<file path="src/rtl/seq_match_ctrl_pkg.sv">
// Shared types and constants for the serial pattern-match controller.
// Holds the FSM state encoding, parameter defaults and the pattern-length check.
package seq_match_ctrl_pkg;

    localparam int MAX_LEN_DEFAULT = 8;
    localparam int CNT_W_DEFAULT   = 8;
    localparam int LEN_W           = 4;
    localparam int LEN_MIN         = 1;

    typedef enum logic [1:0] {
        ST_IDLE = 2'd0,
        ST_RUN  = 2'd1,
        ST_DONE = 2'd2
    } state_e;

    // A stored length is usable only inside 1..max_len; anything else makes start fail.
    function automatic logic len_valid(input logic [LEN_W-1:0] len, input int max_len);
        return (int'(len) >= LEN_MIN) && (int'(len) <= max_len);
    endfunction

endpackage

</file>
<file path="src/rtl/seq_match_ctrl_core.sv">
// Shift history, fill counter and length-masked pattern compare.
// Raises y_raw in the same cycle as the bit that completes a match.
module pattern_match_core
    import seq_match_ctrl_pkg::*;
#(
    parameter int MAX_LEN = MAX_LEN_DEFAULT
) (
    input  logic               clk,
    input  logic               rst,
    input  logic               clear,
    input  logic               shift,
    input  logic               bit_in,
    input  logic               overlap,
    input  logic [MAX_LEN-1:0] pattern,
    input  logic [LEN_W-1:0]   len,
    output logic               y_raw
);

    // Only MAX_LEN-1 past bits are ever compared; the newest bit comes straight from bit_in.
    logic [MAX_LEN-2:0] hist_q;
    logic [MAX_LEN-2:0] hist_d;
    logic [LEN_W-1:0]   fill_q;
    logic [LEN_W-1:0]   fill_d;
    logic [MAX_LEN-1:0] window;
    logic [MAX_LEN-1:0] mask;
    logic [LEN_W:0]     fill_p1;
    logic               fill_ok;

    assign window  = {hist_q, bit_in};
    assign fill_p1 = {1'b0, fill_q} + {{LEN_W{1'b0}}, 1'b1};
    assign fill_ok = fill_p1 >= {1'b0, len};

    always_comb begin
        // NOTE: every variable written here gets a value before any branch, so no latch is inferred.
        mask = '0;
        for (int i = 0; i < MAX_LEN; i++) begin
            mask[i] = (i < int'(len));
        end
    end

    assign y_raw = shift && fill_ok && (((window ^ pattern) & mask) == '0);

    always_comb begin
        hist_d = hist_q;
        fill_d = fill_q;
        if (shift) begin
            hist_d = window[MAX_LEN-2:0];
            if (y_raw && !overlap) begin
                fill_d = '0;
            end else if (fill_q < len) begin
                fill_d = fill_q + LEN_W'(1);
            end
        end
    end

    always_ff @(posedge clk) begin
        // NOTE: state registers use non-blocking assignments so all flops update from pre-edge values.
        if (rst || clear) begin
            hist_q <= '0;
            fill_q <= '0;
        end else begin
            hist_q <= hist_d;
            fill_q <= fill_d;
        end
    end

endmodule

</file>
<file path="src/rtl/seq_match_ctrl.sv">
// Run-control FSM, configuration registers and match counter around pattern_match_core.
// y is a Mealy pulse; err is a registered one-cycle pulse for rejected commands.
module seq_match_ctrl
    import seq_match_ctrl_pkg::*;
#(
    parameter int MAX_LEN = MAX_LEN_DEFAULT,
    parameter int CNT_W   = CNT_W_DEFAULT
) (
    input  logic               clk,
    input  logic               rst,
    input  logic               cfg_we,
    input  logic [MAX_LEN-1:0] cfg_pattern,
    input  logic [3:0]         cfg_len,
    input  logic               cfg_overlap,
    input  logic [CNT_W-1:0]   cfg_limit,
    input  logic               start,
    input  logic               stop,
    input  logic               bit_valid,
    input  logic               bit_in,
    output logic               y,
    output logic               busy,
    output logic               done,
    output logic [CNT_W-1:0]   match_cnt,
    output logic               err
);

    state_e             state_q, state_d;
    logic [MAX_LEN-1:0] pat_q, pat_d;
    logic [LEN_W-1:0]   len_q, len_d;
    logic               ovl_q, ovl_d;
    logic [CNT_W-1:0]   lim_q, lim_d;
    logic [CNT_W-1:0]   cnt_q, cnt_d;
    logic               err_q, err_d;

    logic               run;
    logic               shift;
    logic               start_ok;
    logic               y_raw;
    logic [CNT_W-1:0]   cnt_inc;

    assign run      = (state_q == ST_RUN);
    assign shift    = run && bit_valid && !rst;
    // A same-cycle config write always takes priority over start.
    assign start_ok = !run && start && !cfg_we && len_valid(len_q, MAX_LEN);
    assign cnt_inc  = (&cnt_q) ? cnt_q : cnt_q + CNT_W'(1);

    pattern_match_core #(
        .MAX_LEN (MAX_LEN)
    ) u_core (
        .clk     (clk),
        .rst     (rst),
        .clear   (start_ok),
        .shift   (shift),
        .bit_in  (bit_in),
        .overlap (ovl_q),
        .pattern (pat_q),
        .len     (len_q),
        .y_raw   (y_raw)
    );

    assign y = y_raw;

    always_comb begin
        state_d = state_q;
        pat_d   = pat_q;
        len_d   = len_q;
        ovl_d   = ovl_q;
        lim_d   = lim_q;
        cnt_d   = cnt_q;
        err_d   = 1'b0;

        unique case (state_q)
            ST_IDLE, ST_DONE: begin
                if (cfg_we) begin
                    pat_d = cfg_pattern;
                    len_d = cfg_len;
                    ovl_d = cfg_overlap;
                    lim_d = cfg_limit;
                    err_d = start;
                end else if (start) begin
                    if (start_ok) begin
                        state_d = ST_RUN;
                        cnt_d   = '0;
                    end else begin
                        err_d = 1'b1;
                    end
                end
            end
            ST_RUN: begin
                err_d = cfg_we;
                if (y) begin
                    cnt_d = cnt_inc;
                end
                // stop outranks both start and the limit; a match in the same cycle still counts.
                if (stop) begin
                    state_d = ST_DONE;
                end else if (y && (lim_q != '0) && (cnt_inc == lim_q)) begin
                    state_d = ST_DONE;
                end
            end
            default: state_d = ST_IDLE;
        endcase
    end

    always_ff @(posedge clk) begin
        if (rst) begin
            state_q <= ST_IDLE;
            pat_q   <= '0;
            len_q   <= '0;
            ovl_q   <= 1'b0;
            lim_q   <= '0;
            cnt_q   <= '0;
            err_q   <= 1'b0;
        end else begin
            state_q <= state_d;
            pat_q   <= pat_d;
            len_q   <= len_d;
            ovl_q   <= ovl_d;
            lim_q   <= lim_d;
            cnt_q   <= cnt_d;
            err_q   <= err_d;
        end
    end

    assign busy      = run;
    assign done      = (state_q == ST_DONE);
    assign match_cnt = cnt_q;
    assign err       = err_q;

endmodule

</file>
<file path="config.mk">
export PLATFORM = sky130hd
export DESIGN_NAME = seq_match_ctrl
export DESIGN_NICKNAME = d
export VERILOG_FILES = /design/src/rtl/seq_match_ctrl_pkg.sv /design/src/rtl/seq_match_ctrl_core.sv /design/src/rtl/seq_match_ctrl.sv
export SDC_FILE = /design/constraint.sdc
export NUM_CORES = 1
export LEC_CHECK = 0
export ABC_AREA = 1
export BUFFER_PORTS_ARGS = -buffer_cell sky130_fd_sc_hd__buf_2
export CAP_MARGIN = 20
export CORE_MARGIN = 2
export CORE_UTILIZATION = 30
export DETAILED_ROUTE_END_ITERATION = 6
export MAX_ROUTING_LAYER = met4
export PLACE_DENSITY = 0.59
export RECOVER_POWER = 50
export SLEW_MARGIN = 20
export SYNTH_ARGS = -nofsm -noshare
export SYNTH_HDL_FRONTEND = slang
export SYNTH_SLANG_ARGS = --single-unit
</file>
<file path="constraint.sdc">
create_clock -name clk -period 4.95 [get_ports clk]
set_input_delay 0 -clock clk [delete_from_list [all_inputs] [get_ports clk]]
set_output_delay 0 -clock clk [all_outputs]
set_load 0.02 [all_outputs]
</file>
==> results by group <==
Outcome
  – Status: completed

Synth
  – Register area share after synthesis: 35.1%
  – Cell Area, Synth: 0.00245 mm^2
  – Number of distinct library cells after synthesis: 27
  – Synthesized instance count: 378
  – Syn avg cell area: 6.49 um^2
  – FF+latch count, synth: 43
  – Post-synth net total: 416
  – Synth warn: 0

CTS
  – H-tree depth: 2
  – CTS tree: yes
  – Max Root-Sink Buffers: 2
  – Clk slew on worst S/H paths: 90 ps
  – CTS buffer count: 5
  – Clock Sinks: 43
  – Root buffer cell: clkbuf_8
  – Worst-Skew Late Latency: 300 ps
  – Setup bufs post-CTS: 0

Critical path
  – CP Capture Type: register
  – CP Launch Type: register
  – WP data required: 5130 ps
  – WS Path Type: reg -> reg
  – Crit path max fanout: 14
  – Worst EP arrival: 3110 ps

Cells and area
  – N_diodes: 0
  – Fin area: 0.00304 mm^2
  – Nets: 475
  – Core Util, Final: 38.9%
  – # fillers: 832
  – Layout cells sized above 1: 10.3%
  – Area grow syn2layout: 23.8%
  – Non-Filler Instances: 540

Global routing
  – Gr ovfl total: 0
  – Vias in the first global route: 2248
  – GRT Util Overall: 14.8%
  – Largest net degree at the start of global routing: 38
  – Initial antenna violation count: 0
  – Global-route wire length before repair: 10.2 mm

STA
  – Endpoints failing hold: 0
  – Fin crit period: 2920 ps
  – Setup TNS: 0 ps
  – Fin. max-slew vios: 0
  – Final hold slack: 7.10 ps
  – RSZ-0062 raised after global routing: false
  – Slew @ Worst Pin: 883 ps
  – Post-route setup slack: 2030 ps
  – Ratio of final minimum period to clock period: 59.1%
  – Skew final: 7.11 ps
  – Max_slew headroom: 40.7%
  – Top achievable clock speed: 342 MHz
  – Final setup fails: 0

Floorplan
  – Chip Height: 94.4 um
  – Die area: 0.00891 mm^2
  – Num rows: 32
  – Total core area: 0.00781 mm^2
  – Die width: 94.4 um
  – Initial Util: 31.4%
  – I/O pin count: 40

Detailed routing
  – Drt pass-1 iters: 4
  – Final wirelength: 6.25 mm
  – # DRC: 0
  – Via/cell ratio: 4.68
  – DR iter-0 viols: 204
  – Post-route ant nets: 0
  – Via count: 2529
  – Avg WL per Cell: 11.6 um

Placed design
  – GPL Wtd Cong: 0.835
  – Dpl cell area: 0.00273 mm^2
  – HPWL after DPL: 4.65 mm
  – IO Port Bufs: 39
  – Post-place setup slack: 2660 ps
  – Dpl cells: 511

Hold path
  – Hold Path Class: in -> reg

Power and ir drop
  – Worst VDD drop: 0.000188 V
  – Power Density: 329 mW/mm^2
  – Total chip power: 0.998 mW
  – LEAKAGE: 1.40 nW

Run
  – Max-cap violations: 0
routing by layer:
layer  vias to the layer above  track usage [%]  wire length, um
li1                       1337                -                -
met4                         0             5.56              140
met2                        51             22.0             2580
met3                        13             3.03              264
met1                      1128             19.9             3270
met5                         -                -                0
cell type report:
cell class,instances,area [um^2],area share [%]
clock buffer,5,68.8,2.27
clock inverter,3,67.6,2.22
inverter,52,195,6.43
multi-input combinational,275,1320,43.6
sequential,43,861,28.3
tap,102,128,4.20
timing repair buffer,60,393,12.9
kinds of logic after synthesis:
logic type,Yosys count,synth area share [%]
AO/OA/AOI/OAI,79,17.6
XOR/XNOR,2,0.714
adder cells (fa/ha/maj),10,5.10
buffers and inverters,60,9.90
flip-flops,43,35.1
AND/OR/NAND/NOR,184,31.6
worst paths after layout:
check | from | endpoint | slack [ps] | cells after the start
setup / recovery | state_q[0] | match_cnt[0] | 2030 | 11
hold reg to reg | pat_q[3] | pat_q[3] | 480 | 2
setup reg to reg | state_q[0] | match_cnt[0] | 2030 | 11
hold / removal | cfg_len[3] | len_q[3] | 7 | 3
Yosys cell counts, drive strengths merged:
cell	number	area (um^2)
nand2	104	400
inv	51	191
nor2	47	189
dfxtp	43	861
a21oi	40	200
o21ai	33	165
nand3	25	135
ha	10	125
clkbuf	7	36.3
a211oi	4	50.1
nand4	3	18.8
nor4	2	12.5
a31o	1	8.76
buf	1	11.3
clkinv	1	3.75
nand3b	1	7.51
nor3	1	5.00
o211ai	1	7.51
or2	1	6.26
xnor2	1	8.76
xor2	1	8.76
cells in the final DEF (no fill, tap or decap):
| cell | instances |
|---|---|
| a211oi_2 | 4 |
| a21oi_1 | 40 |
| a31o_2 | 1 |
| buf_2 | 29 |
| bufinv_16 | 2 |
| clkbuf_1 | 10 |
| clkbuf_8 | 5 |
| clkinv_1 | 1 |
| clkinvlp_4 | 1 |
| dfxtp_1 | 43 |
| dlygate4sd3_1 | 21 |
| ha_1 | 10 |
| inv_1 | 51 |
| nand2_1 | 104 |
| nand3_1 | 24 |
| nand3_2 | 1 |
| nand3b_1 | 1 |
| nand4_1 | 3 |
| nor2_1 | 46 |
| nor2_2 | 1 |
| nor3_1 | 1 |
| nor4_1 | 2 |
| o211ai_1 | 1 |
| o21ai_0 | 33 |
| or2_2 | 1 |
| xnor2_1 | 1 |
| xor2_1 | 1 |
where the power goes:
part           internal (mW)  switching [mW]
sequential             0.380          0.0342
clock                  0.201           0.134
combinational         0.0898           0.159
state kept, by name (all words and copies together) (netlist names):
| register | count |
|---|---|
| pat_q | 8 |
| u_core.fill_q | 4 |
| u_core.hist_q | 7 |
| lim_q | 8 |
| ovl_q | 1 |
| len_q | 4 |
| state_q | 2 |
| match_cnt | 8 |
| err | 1 |
what timing repair did:
action                                 CTS  global route
hold buffers                            21             0
gates resized for setup                  0             0
endpoints found under the hold margin   20             0
worst max-delay path: stages (launching register included):
cell and delay (ps):
dfxtp_1 460, inv_1 70, nor2_1 550, nand2_1 380, nor2_2 200, nand3_2 70, nor2_1 100, nand3_1 160
nand2_1 150, nand2_1 320, o21ai_0 270, a21oi_1 60
Note: power is estimated with default switching activity, not from simulation.
